**config.mk**
```make
export PLATFORM = sky130hd
export DESIGN_NAME = blink_arbiter
export DESIGN_NICKNAME = d
export VERILOG_FILES = /design/src/rtl/blink_arbiter_pkg.sv /design/src/rtl/rr_pick.sv /design/src/rtl/blink_arbiter.sv
export SDC_FILE = /design/constraint.sdc
export NUM_CORES = 1
export LEC_CHECK = 0
export ABC_CLOCK_PERIOD_IN_PS = 1850
export CORE_MARGIN = 2
export CORE_UTILIZATION = 50
export DETAILED_ROUTE_END_ITERATION = 7
export PLACE_DENSITY = 0.76
export RECOVER_POWER = 100
export SETUP_SLACK_MARGIN = 0.02
export SYNTH_ARGS = -nofsm -noshare
export SYNTH_HDL_FRONTEND = slang
export SYNTH_SLANG_ARGS = --single-unit
```
**constraint.sdc**
```tcl
create_clock -name clk -period 1.85 [get_ports clk]
set_input_delay 0.555 -clock clk [delete_from_list [all_inputs] [get_ports clk]]
set_output_delay 0.555 -clock clk [all_outputs]
set_load 0.02 [all_outputs]
```
**src/rtl/blink_arbiter_pkg.sv**
```systemverilog
// blink_arbiter_pkg
//  Shared definitions for the blink arbiter: FSM state encodings and the
//  helper that sizes the hold-off counter.
package blink_arbiter_pkg;

  typedef enum logic [1:0] {
    ST_IDLE = 2'd0,
    ST_FIRE = 2'd1,
    ST_HOLD = 2'd2
  } state_e;

  // Width of a counter that can hold the value HOLDOFF.
  function automatic int hold_w(input int holdoff);
    return (holdoff < 1) ? 1 : $clog2(holdoff + 1);
  endfunction

endpackage

```
**src/rtl/rr_pick.sv**
```systemverilog
// rr_pick
//  Combinational round-robin picker. Returns the first set bit of pending,
//  searching ptr+1, ptr+2, ... wrapping modulo NUM_REQ, so the requester at
//  ptr itself is checked last.
//  Ports:
//   pending  in   NUM_REQ  request vector
//   ptr      in   IDW      last served requester
//   any      out  1        at least one request present
//   idx      out  IDW      chosen requester (holds ptr when any=0)
module rr_pick #(
  parameter int NUM_REQ = 4,
  parameter int IDW     = 2
) (
  input  logic [NUM_REQ-1:0] pending,
  input  logic [IDW-1:0]     ptr,
  output logic               any,
  output logic [IDW-1:0]     idx
);

  localparam logic [IDW:0] NREQ = (IDW+1)'(NUM_REQ);

  // ptr + k mod NUM_REQ; one extra bit covers the sum before the wrap.
  function automatic logic [IDW-1:0] wrap(input logic [IDW-1:0] p, input int k);
    logic [IDW:0] s;
    s = {1'b0, p} + (IDW+1)'(k);
    if (s >= NREQ) s = s - NREQ;
    return s[IDW-1:0];
  endfunction

  always_comb begin
    any = 1'b0;
    idx = ptr;
    for (int k = 1; k <= NUM_REQ; k++) begin
      if (!any && pending[wrap(ptr, k)]) begin
        any = 1'b1;
        idx = wrap(ptr, k);
      end
    end
  end

endmodule

```
**src/rtl/blink_arbiter.sv**
```systemverilog
// blink_arbiter
//  Shares one blinker's switch input among NUM_REQ requesters. Rising edges
//  of req are captured as pending toggle requests and served round-robin,
//  one 1-cycle toggle pulse per grant, with at least HOLDOFF idle cycles
//  between pulses.
//  Ports:
//   clk          in   1        system clock
//   rst          in   1        async reset, active low
//   req          in   NUM_REQ  level requests, rising edge = one request
//   enable       in   1        0 = capture only, no new grants
//   toggle       out  1        1-cycle pulse to the blinker
//   grant_id     out  IDW      requester of current/last pulse
//   grant_valid  out  1        high with toggle
//   pending      out  NUM_REQ  captured, unserved requests
//   busy         out  1        FSM in FIRE or HOLD
module blink_arbiter
  import blink_arbiter_pkg::*;
#(
  parameter int NUM_REQ = 4,
  parameter int IDW     = 2,
  parameter int HOLDOFF = 3
) (
  input  logic               clk,
  input  logic               rst,
  input  logic [NUM_REQ-1:0] req,
  input  logic               enable,
  output logic               toggle,
  output logic [IDW-1:0]     grant_id,
  output logic               grant_valid,
  output logic [NUM_REQ-1:0] pending,
  output logic               busy
);

  localparam int             HCW       = hold_w(HOLDOFF);
  localparam logic [HCW-1:0] HOLD_LOAD = HCW'(HOLDOFF);

  state_e             state_q, state_d;
  logic [NUM_REQ-1:0] req_dly_q, req_dly_d;
  logic               armed_q, armed_d;
  logic [NUM_REQ-1:0] pend_q, pend_d;
  logic [IDW-1:0]     ptr_q, ptr_d;
  logic [HCW-1:0]     hold_q, hold_d;
  logic               toggle_q, toggle_d;
  logic               gv_q, gv_d;
  logic [IDW-1:0]     gid_q, gid_d;
  logic               busy_q, busy_d;

  logic [NUM_REQ-1:0] rise, clr;
  logic               pick_any;
  logic [IDW-1:0]     pick_idx;

  rr_pick #(.NUM_REQ(NUM_REQ), .IDW(IDW)) u_pick (
    .pending (pend_q),
    .ptr     (ptr_q),
    .any     (pick_any),
    .idx     (pick_idx)
  );

  always_comb begin
    // The first edge after reset only samples req, so a level already high
    // coming out of reset is not mistaken for a fresh request.
    armed_d   = 1'b1;
    req_dly_d = req;
    rise      = req & ~req_dly_q & {NUM_REQ{armed_q}};
    clr       = '0;
    state_d   = state_q;
    ptr_d     = ptr_q;
    hold_d    = hold_q;
    gid_d     = gid_q;
    toggle_d  = 1'b0;
    gv_d      = 1'b0;
    unique case (state_q)
      ST_IDLE: begin
        if (enable && pick_any) begin
          state_d       = ST_FIRE;
          clr[pick_idx] = 1'b1;
          toggle_d      = 1'b1;
          gv_d          = 1'b1;
          gid_d         = pick_idx;
        end
      end
      ST_FIRE: begin
        ptr_d = gid_q;
        // The IDLE cycle before the next FIRE is itself one of the HOLDOFF
        // idle cycles, so HOLD only covers the remaining HOLDOFF-1.
        if (HOLDOFF > 1) begin
          state_d = ST_HOLD;
          hold_d  = HOLD_LOAD;
        end else begin
          state_d = ST_IDLE;
        end
      end
      ST_HOLD: begin
        hold_d = hold_q - 1'b1;
        if (hold_d == HCW'(1)) begin
          state_d = ST_IDLE;
          hold_d  = '0;
        end
      end
      default: state_d = ST_IDLE;
    endcase
    // A rise landing on the same edge as its clear wins: request stays.
    pend_d = (pend_q & ~clr) | rise;
    busy_d = (state_d != ST_IDLE);
  end

  always_ff @(posedge clk or negedge rst) begin
    if (!rst) begin
      state_q   <= ST_IDLE;
      req_dly_q <= '0;
      armed_q   <= 1'b0;
      pend_q    <= '0;
      ptr_q     <= IDW'(NUM_REQ - 1);
      hold_q    <= '0;
      toggle_q  <= 1'b0;
      gv_q      <= 1'b0;
      gid_q     <= '0;
      busy_q    <= 1'b0;
    end else begin
      state_q   <= state_d;
      req_dly_q <= req_dly_d;
      armed_q   <= armed_d;
      pend_q    <= pend_d;
      ptr_q     <= ptr_d;
      hold_q    <= hold_d;
      toggle_q  <= toggle_d;
      gv_q      <= gv_d;
      gid_q     <= gid_d;
      busy_q    <= busy_d;
    end
  end

  assign toggle      = toggle_q;
  assign grant_valid = gv_q;
  assign grant_id    = gid_q;
  assign pending     = pend_q;
  assign busy        = busy_q;

endmodule
```
==> results of run 1 <==
state kept, by name, indices dropped and copies added, names as in the netlist:
name / cells
ptr_q: 2
state_q: 2
hold_q: 2
pending: 4
grant_id: 2
busy: 1
grant_valid: 1
armed_q: 1
req_dly_q: 4
cell type report:
| type | instances | area share |
|---|---|---|
| clock buffers | 4 | 0.0239 |
| multi-input cells | 61 | 0.355 |
| well taps | 25 | 0.0284 |
| inverters | 8 | 0.0273 |
| flip-flops and latches | 19 | 0.434 |
| repair buffers | 17 | 0.132 |
cell usage in the layout (no fill, tap or decap), types with 2 or more instances in the layout:
cell type and instances:
dfrtp_1 17, o21ai_0 9, nor2_1 9, inv_1 8, dlygate4sd2_1 8, nand2_1 7, nand2b_1 6, ha_1 6
dlygate4sd3_1 6, a21oi_1 4, clkbuf_4 4, clkbuf_1 3, nor2b_1 2, nand3b_1 2, o31a_1 2, and3b_1 2
a31oi_1 2
power groups by stage:
stage               Sequential, mW  Clock [mW]  Combinational, mW
floorplan                    0.803           0              0.522
global placement             0.733           0              0.898
detailed placement           0.743           0              0.922
CTS                          0.730       0.217              0.874
global route                 0.748       0.240              0.931
finish                       0.724       0.214              0.835
through the flow:
stage | instance area, um^2 | instances
finish | 1100 | 134
detailed placement | 1100 | 130
global placement | 1100 | 130
global route | 1100 | 134
floorplan | 912 | 89
CTS | 1120 | 134
per-layer routing:
metal | vias up | GRT usage
met5 | - | 0
met4 | 0 | 0.100
met1 | 314 | 0.260
met3 | 4 | 0.0471
met2 | 16 | 0.286
li1 | 338 | -
path summary, 6_finish.rpt:
path | endpoint | slack (ps)
max | pending[1] | 190
max reg2reg | grant_id[1] | 290
max in group asynchronous | pending[3] | 370
min | state_q[1] | 540
min reg2reg | grant_id[0] | 540
min in group clk | grant_id[0] | 540
what timing repair did:
item                                    4_1_cts  5_1_grt
gates resized for setup                       8        1
hold endpoints to repair                      0        0
endpoints found under the setup margin        8        1
hold buffers                                  0        0
cell families (layout without fill, tap and decap cells):
group           after synthesis  count (layout)
simple gates                 31              31
compound gates               21              21
flops                        19              19
buf+inv                       9              29
fa+ha+maj                     6               6
mux                           2               2
other cells                   1               1
cells in the mapped netlist:
| cell | count |
|---|---|
| a211oi_1 | 1 |
| a21o_1 | 1 |
| a21oi_1 | 4 |
| a31oi_1 | 2 |
| and3_1 | 1 |
| and3b_1 | 2 |
| buf_4 | 1 |
| conb_1 | 1 |
| dfrtp_1 | 17 |
| dfstp_2 | 2 |
| ha_1 | 6 |
| inv_1 | 7 |
| inv_2 | 1 |
| mux2_2 | 1 |
| mux2_4 | 1 |
| nand2_1 | 6 |
| nand2_2 | 1 |
| nand2b_1 | 6 |
| nand3_1 | 1 |
| nand3b_1 | 2 |
| nor2_1 | 9 |
| nor2b_1 | 2 |
| o211ai_1 | 1 |
| o21ai_0 | 9 |
| o31a_1 | 2 |
| o41a_1 | 1 |
| or2_2 | 1 |
==> run summary, run 1 <==
Syn Nets - 102
# fillers - 158
P_leak - 0.514 nW
Antenna Violating Nets Remaining - 0
Max_cap viols - 0
RR Startpoint - pending[2]
Vias per cell - 5.01
Vias in the first global route - 636
Final Cycle Share - 0.895
Die width - 46.7 um
Post-Route Setup TNS - 0 ps
Die ar. - 0.00218 mm^2
Worst Skew - 13.6 ps
Critical path type - reg2out
VDD IR max - 0.000851 V
Worst-Skew Late Latency - 310 ps
Core Util, Final - 0.638
Detailed Routing Iterations Pass 1 - 4
Main combinational cell family by area after synthesis - simple AND/OR/NAND/NOR gates
Worst setup startpoint - pending[1]
Fin. max-slew vios - 0
Synthesized area - 912 um^2
Post-synthesis compound-gate area fraction - 0.141
Global Route Usage Sum - 0.192
Flops & latches, synth - 19
Sequential Power Share - 0.408
Final setup violating endpoints - 0
Vias - 672
Hold Crit Class - in2async
Met3 Wirelength - 81 um
# rows - 15
Die Y-Extent - 46.7 um
PwrDens - 1610 mW/mm^2
Crit path required time - 1290 ps
Fraction of the mapped netlist area in adder cells - 0.0823
Unrepaired setup endpoints after global routing - no
Pre-CTS WS - 45.1 ps
Root Buffer - clkbuf_4
# Post-CTS Setup Buffers - 0
Iter 0 DRT Violations - 10
PortBufs - 15
Hold Violations, Final - 0
Status - complete, no violations
Reg area - 478 um^2
Io pins - 16
Synth Warn # - 0
Drt drc - 0
Worst-margin pin slew - 722 ps
Startpoint Class - flop
DP HPWL - 1300 um
Maximum clock rate - 604 MHz
First-pass GRT wire length - 2790 um
Multi-input gate area - 390 um^2
Antenna violations before repair - 0
Final net count - 123
Sink Count - 19
Largest net degree at the start of global routing - 15
Total internal power - 1.01 mW
Detailed Route WL - 1740 um
Crit-path max cell delay - 440 ps
Htree depth - 1
Max clock buf depth - 2
Hold Slack - 539 ps
CTS Buf Count - 3
Cell taking the most area after synthesis - dfrtp_1
Worst-path cell chain - dlygate4sd2_1
Fraction of layout instances using a drive strength above 1 - 0.0642
Met2 routed WL - 767 um
Net Sw Power - 762 uW
CTS tree - yes
Syn Area/Cell - 10.2 um^2
Synth cell types - 27
Overall power - 1.77 mW
Wire length on met1 - 845 um
CP Depth - 1
Initial Utilization - 0.528
Area grow syn2layout - 20.7%
Synth Area in XOR/XNOR - 0
Register area share after synthesis - 0.524
Delay-heaviest family, CP - flip-flops
Worst-case reg-to-reg path depth - 4
Top layer in use - met4
Top post-synthesis cells by area - dfrtp_1 (47%), ha_1 (8.2%), dfstp_2 (5.8%)
GRT overflow - 0
Core ar. - 0.00173 mm^2
Logic pwr share - 0.471
Min Tclk post-route - 1660 ps
Top-area cell type share of the netlist area - 0.466
Cells after Synth - 89
Mux cell area share after synthesis - 0.0288
GP Congestion - 0.873
Post-Synth Simple-Gate Area - 0.178
Final WS setup - 195 ps
Worst Path Buf+Inv - 1
Reg clk slew, reported paths - 110 ps
Worst Setup End Kind - output port
Worst path slowest cell - dfrtp_1
Antenna diodes - 0
Crit-path max FO - 6
Crit path DAT - 1100 ps
WL per Instance - 13.0 um
Slew headroom - 0.519
Clock share of power - 0.121
Switching share of power - 0.430
(Power assumes the default switching activity.)
==> run 2: changes to the inputs <==
- SLEW_MARGIN: unset -> 20
==> results of run 2 <==
The final DEF is identical to that of run 1; final timing and power are the same.
==> run 3: changes to the inputs <==
- HOLD_SLACK_MARGIN: unset -> 0.1
- SLEW_MARGIN: 20 -> 30
==> results of run 3 <==
The final DEF is identical to that of run 1; final timing and power are the same.
